File: src/rtl/alu_rr_sched.sv
// Round-robin arbiter sharing one external WIDTH-bit ALU between two valid/ready requesters.
// Optional grant counters are enabled by defining ALU_RR_SCHED_STATS_EN.
module alu_rr_sched #(
    parameter int WIDTH  = 4,
    parameter int STAT_W = 8
) (
    input  logic             clk,
    input  logic             rst,
    input  logic             req0_valid,
    output logic             req0_ready,
    input  logic [2:0]       req0_op,
    input  logic [WIDTH-1:0] req0_a,
    input  logic [WIDTH-1:0] req0_b,
    input  logic             req1_valid,
    output logic             req1_ready,
    input  logic [2:0]       req1_op,
    input  logic [WIDTH-1:0] req1_a,
    input  logic [WIDTH-1:0] req1_b,
    output logic             rsp_valid,
    input  logic             rsp_ready,
    output logic             rsp_id,
    output logic [WIDTH-1:0] rsp_data,
    output logic             rsp_zero,
    output logic             rsp_ovf,
    output logic             alu_m,
    output logic             alu_s1,
    output logic             alu_s0,
    output logic [WIDTH-1:0] alu_a,
    output logic [WIDTH-1:0] alu_b,
`ifdef ALU_RR_SCHED_STATS_EN
    output logic [STAT_W-1:0] gnt0_cnt,
    output logic [STAT_W-1:0] gnt1_cnt,
`endif
    input  logic [WIDTH-1:0] alu_out
);

    typedef enum logic [1:0] {IDLE = 2'd0, EXEC = 2'd1, HOLD = 2'd2} state_t;

    state_t           state, state_nxt;
    logic             last_gnt, gnt, accept, ovf_nxt;
    logic [2:0]       op_q;
    logic [WIDTH-1:0] a_q, b_q, data_q;
    logic             id_q, rsp_id_q, zero_q, ovf_q;

    always_comb begin
        state_nxt  = state;
        accept     = 1'b0;
        req0_ready = 1'b0;
        req1_ready = 1'b0;
        gnt        = (req0_valid && req1_valid) ? ~last_gnt : req1_valid;
        case (state)
            IDLE: if ((req0_valid || req1_valid) && !rst) begin
                accept     = 1'b1;
                req0_ready = ~gnt;
                req1_ready = gnt;
                state_nxt  = EXEC;
            end
            EXEC:    state_nxt = HOLD;
            HOLD:    if (rsp_ready) state_nxt = IDLE;
            default: state_nxt = IDLE;
        endcase
    end

    // A+B overflows exactly when A exceeds the headroom left by B, i.e. A > ~B.
    always_comb begin
        ovf_nxt = 1'b0;
        case (op_q)
            3'b100:  ovf_nxt = (a_q == '0);
            3'b101:  ovf_nxt = (a_q > ~b_q);
            3'b110:  ovf_nxt = (b_q > a_q);
            3'b111:  ovf_nxt = (a_q == '1);
            default: ovf_nxt = 1'b0;
        endcase
    end

    always_ff @(posedge clk) begin
        if (rst) begin
            state    <= IDLE;
            last_gnt <= 1'b1;
            op_q     <= '0;
            a_q      <= '0;
            b_q      <= '0;
            id_q     <= 1'b0;
            rsp_id_q <= 1'b0;
            data_q   <= '0;
            zero_q   <= 1'b0;
            ovf_q    <= 1'b0;
        end else begin
            state <= state_nxt;
            if (accept) begin
                last_gnt <= gnt;
                id_q     <= gnt;
                op_q     <= gnt ? req1_op : req0_op;
                a_q      <= gnt ? req1_a  : req0_a;
                b_q      <= gnt ? req1_b  : req0_b;
            end
            if (state == EXEC) begin
                data_q   <= alu_out;
                zero_q   <= (alu_out == '0);
                ovf_q    <= ovf_nxt;
                rsp_id_q <= id_q;
            end
        end
    end

`ifdef ALU_RR_SCHED_STATS_EN
    always_ff @(posedge clk) begin
        if (rst) begin
            gnt0_cnt <= '0;
            gnt1_cnt <= '0;
        end else if (accept) begin
            if (!gnt && gnt0_cnt != '1) gnt0_cnt <= gnt0_cnt + 1'b1;
            if (gnt && gnt1_cnt != '1)  gnt1_cnt <= gnt1_cnt + 1'b1;
        end
    end
`endif

    assign rsp_valid = (state == HOLD);
    assign rsp_id    = rsp_id_q;
    assign rsp_data  = data_q;
    assign rsp_zero  = zero_q;
    assign rsp_ovf   = ovf_q;
    assign alu_m     = op_q[2];
    assign alu_s1    = op_q[1];
    assign alu_s0    = op_q[0];
    assign alu_a     = a_q;
    assign alu_b     = b_q;

endmodule

File: config.mk
export PLATFORM = sky130hd
export DESIGN_NAME = alu_rr_sched
export DESIGN_NICKNAME = d
export VERILOG_FILES = /design/src/rtl/alu_rr_sched.sv
export SDC_FILE = /design/constraint.sdc
export NUM_CORES = 1
export LEC_CHECK = 0
export BUFFER_PORTS_ARGS = -buffer_cell sky130_fd_sc_hd__buf_2
export CORE_ASPECT_RATIO = 1.25
export CORE_UTILIZATION = 44
export CTS_BUF_LIST = sky130_fd_sc_hd__clkbuf_4
export DETAILED_ROUTE_END_ITERATION = 10
export GPL_TIMING_DRIVEN = 0
export PLACE_DENSITY = 0.78
export RECOVER_POWER = 25
export SLEW_MARGIN = 30
export SYNTH_ARGS = -nofsm -noshare
export SYNTH_HDL_FRONTEND = slang
export SYNTH_SLANG_ARGS = --single-unit
File: constraint.sdc
create_clock -name clk -period 1.5 [get_ports clk]
set_input_delay 0.075 -clock clk [delete_from_list [all_inputs] [get_ports clk]]
set_output_delay 0.075 -clock clk [all_outputs]
set_load 0.02 [all_outputs]
==> parameters.txt <==
Parameter                              Value

Outcome
  Status ... finished with violations
  Violations in the final reports ... negative setup slack

Drt
  DR pass1 iterations ... 4
  Post-detailed-route count of antenna-violating nets ... 0
  Wire length reported by the detailed router ... 3.110 mm
  WL/cell ... 13.46 um
  Number of design rule violations left after detail routing ... 0
  Vias ... 1239
  Via density ... 5.364
  Number of DRC markers in iteration 0 ... 34

Yosys
  Most numerous cell in the Yosys netlist ... sky130_fd_sc_hd__dfxtp_1
  Synth warn ... 0
  Cell type contributing the most total cell area after synthesis ... sky130_fd_sc_hd__dfxtp_1
  Leading register cell type out of synthesis ... sky130_fd_sc_hd__dfxtp_1
  Most area-consuming cells after synthesis ... sky130_fd_sc_hd__dfxtp_1 37%, sky130_fd_sc_hd__mux2i_1 9.3%, sky130_fd_sc_hd__a211oi_2 8.4%, sky130_fd_sc_hd__ha_1 8.4%, sky130_fd_sc_hd__a21oi_1 4.2%
  Gate Count Post-Synth ... 131
  Async set-or-reset flop fraction in the synthesized netlist ... 0%
  Nets in the synthesized netlist ... 170
  Netlist area before placement ... 1189 um2
  Seq/Total Area, Yosys ... about 37%
  Number of flops mapped to enable cells by yosys ... 0
  Top cells by instance count after synthesis ... 22 x sky130_fd_sc_hd__dfxtp_1, 13 x sky130_fd_sc_hd__nor2_1, 12 x sky130_fd_sc_hd__nand2_1
  Post-Syn Area per Cell ... between 9 and 10 um2
  Library cells used by synthesis ... 34
  Number of storage elements in the synthesis netlist ... 22
  Synth top area share ... 37.05%

Final layout
  Footprint of the multi-input gates ... 729.5 um2
  Post-layout net count ... 238
  Fraction of final layout cells sized beyond drive strength 1 ... 44.95%
  Area growth from synthesis to layout ... 44.32%
  FF+latch area ... 451.7 um2
  Number of antenna repair diodes ... 0
  Number of fill cells ... 213
  Post-route cell area ... 1715 um2

Power and ir drop
  Post-layout total power ... 0.001485 W
  Leakage component of the power ... 0.7478 nW
  Worst IR Drop VDD ... 0.5641 mV
  Areal power density over the cells ... slightly below 900 nW/um2

Clock network
  H-tree level count ... 1
  CTS root buf ... sky130_fd_sc_hd__clkbuf_4
  Number of sinks driven by the clock tree ... 22
  TritonCTS clock tree ... yes
  Buffer depth of the longest clock path ... 2
  Clock latency at the later pin of the worst-skew pair ... 0.30 ns
  Clock transition at the register clock pins on the worst setup and hold paths after CTS ... 0.12 ns
  Clock buffers created by TritonCTS ... 3

Global routing
  Vias in the first global route ... 1092
  Wire length of the first global-routing pass ... ~4.7 mm
  Remaining global-route overflow ... 0
  GRT Util Overall ... between 20% and 30%
  Maximum number of pins on one net before global-route repair ... 13
  Number of antenna violations at the first check in global routing ... 0

Worst hold path
  HP Class ... input pin to register
  Launch point of the worst hold path ... alu_out[2]

Setup path
  Element type at the critical path start ... register
  CP Max Fanout ... 3
  Worst reg2reg path startpoint ... state[0]
  Crit path arrival time ... 1.52 ns
  Worst path required time ... roughly 1.4 ns
  Crit. Startpoint ... state[0]
  Crit Path Category ... register to output pin
  Kind of capture point of the worst setup path ... output pin

Floorplan
  Starting density of the core ... between 40 and 50%
  Die outline width ... 48.49 um
  Area inside the core boundary ... around 2500 um2
  Die area ... 2915 um2
  Die Span Y ... around 60 um
  Top Ports ... 52
  Row count ... 20

Timing
  Fin Clk Skew ... 0.001869 ns
  Fin Hold WS ... 0.01344 ns
  Final critical-path required period ... 1.595 ns
  Final Max Slew Viols ... 0
  Final setup vio count ... 11
  Final hold violation count ... 0
  Max-slew headroom ... 56.39%
  Maximum frequency from static timing analysis ... around 630 MHz
  Unrepaired setup endpoints after global routing ... yes
  Final clock period utilization by the worst path ... 106.3%
  Final WS setup ... -0.09477 ns
  Transition at the pin with the smallest max-transition slack ... 0.6541 ns

Placed design
  Buffers on Ports ... 51
  Post-Place Cell Area ... roughly 1500 um2
  Final weighted congestion of routability-driven global placement ... 0.8790
  Total half-perimeter wirelength after legalization and detailed placement ... roughly 2.1 mm

Flow run
  Number of max-cap violations ... 0
-- report_power, final --
group	leakage [nW]	switching [W]	internal, W
Sequential	0.183	0.0000506	0.000634
Combinational	0.549	0.000276	0.000247
Clock	0.0154	0.000180	0.0000971
-- final cells by class --
type / instances / area share [%]
Clock buffer: 3 / 1.313
Inverter: 9 / 2.261
Clock inverter: 1 / 0.2188
Tap cell: 33 / 2.407
Buffer: 7 / 3.355
Sequential cell: 22 / 26.33
Multi-Input combinational cell: 93 / 42.52
Timing Repair Buffer: 63 / 21.59
-- path summary, 6_finish.rpt --
kind	to	slack, ns	cells after the start
setup / recovery	req1_ready	-0.09	4
hold / removal	rsp_data[2]	0.01	3
setup reg to reg	alu_b[1]	-0.08	6
hold reg to reg	rsp_data[3]	0.46	2
-- flip-flops by register name, indices dropped and copies added (netlist names) --
register / flops
alu_b: 4
state: 2
rsp_id: 1
op_q: 3
rsp_ovf: 1
id_q: 1
last_gnt: 1
rsp_data: 4
alu_a: 4
rsp_zero: 1
-- logic make-up after synthesis --
logic type | count (synthesis) | synth area share [%]
flip-flops | 22 | 37.05
AND/OR/NAND/NOR | 45 | 18.95
AO/OA/AOI/OAI | 29 | 19.58
adder cells (fa/ha/maj) | 8 | 8.421
multiplexers | 11 | 9.264
buffers and inverters | 16 | 6.735
-- through the flow --
step	instances	setup slack [ns]	utilization [%]	setup TNS, ns
5_1_grt	231	-0.1479	68.55	-1.120
4_1_cts	225	-0.09689	64.50	-0.2277
2_1_floorplan	131	0.01139	-	0
3_3_place_gp	215	0.003766	59.50	0
3_5_place_dp	215	-0.04516	59.50	-0.04516
6_report	231	-0.09477	68.55	-0.4400
-- cell usage in the layout, fill, tap and decap left out, types with 2 or more instances in the layout --
cell type / count
sky130_fd_sc_hd__nand2_1: 12
sky130_fd_sc_hd__nand2b_1: 2
sky130_fd_sc_hd__buf_2: 42
sky130_fd_sc_hd__dfxtp_1: 15
sky130_fd_sc_hd__nor3_1: 2
sky130_fd_sc_hd__nor2b_1: 3
sky130_fd_sc_hd__nor2_2: 2
sky130_fd_sc_hd__nand4_1: 2
sky130_fd_sc_hd__clkbuf_4: 3
sky130_fd_sc_hd__mux2i_1: 11
sky130_fd_sc_hd__nor4_1: 2
sky130_fd_sc_hd__dfxtp_2: 6
sky130_fd_sc_hd__ha_4: 3
sky130_fd_sc_hd__nand3_1: 2
sky130_fd_sc_hd__a21oi_1: 10
sky130_fd_sc_hd__clkbuf_1: 10
sky130_fd_sc_hd__dlygate4sd3_1: 3
sky130_fd_sc_hd__nor2_1: 13
sky130_fd_sc_hd__inv_2: 3
sky130_fd_sc_hd__a211oi_1: 2
sky130_fd_sc_hd__buf_4: 10
sky130_fd_sc_hd__ha_1: 5
sky130_fd_sc_hd__inv_1: 5
sky130_fd_sc_hd__a211oi_2: 9
-- what timing repair did --
item,in CTS,in global routing
cloned,0,1
pin swaps,2,3
setup endpoints to repair,6,12
hold buffers,2,1
gates resized for setup,11,13
setup buffers,4,4
endpoints found under the hold margin,2,1
-- critical path: stages (launching register included) --
cell and delay (ns):
sky130_fd_sc_hd__dfxtp_2 0.34, sky130_fd_sc_hd__or4_4 0.54, sky130_fd_sc_hd__clkinv_4 0.06, sky130_fd_sc_hd__and2_4 0.15, sky130_fd_sc_hd__buf_6 0.11
-- routing by layer --
layer / share of wire (%) / wire (um) / global-route usage [%] / vias to the layer above
met5: 0 / 0 / 0 / -
met3: 4.7 / 147 / 2.545 / 15
met1: 41 / 1288 / 25.50 / 568
li1: - / - / - / 605
met4: 3.5 / 108 / 11.76 / 0
met2: 50 / 1566 / 37.63 / 51
Power figures use the tool's default switching activity.
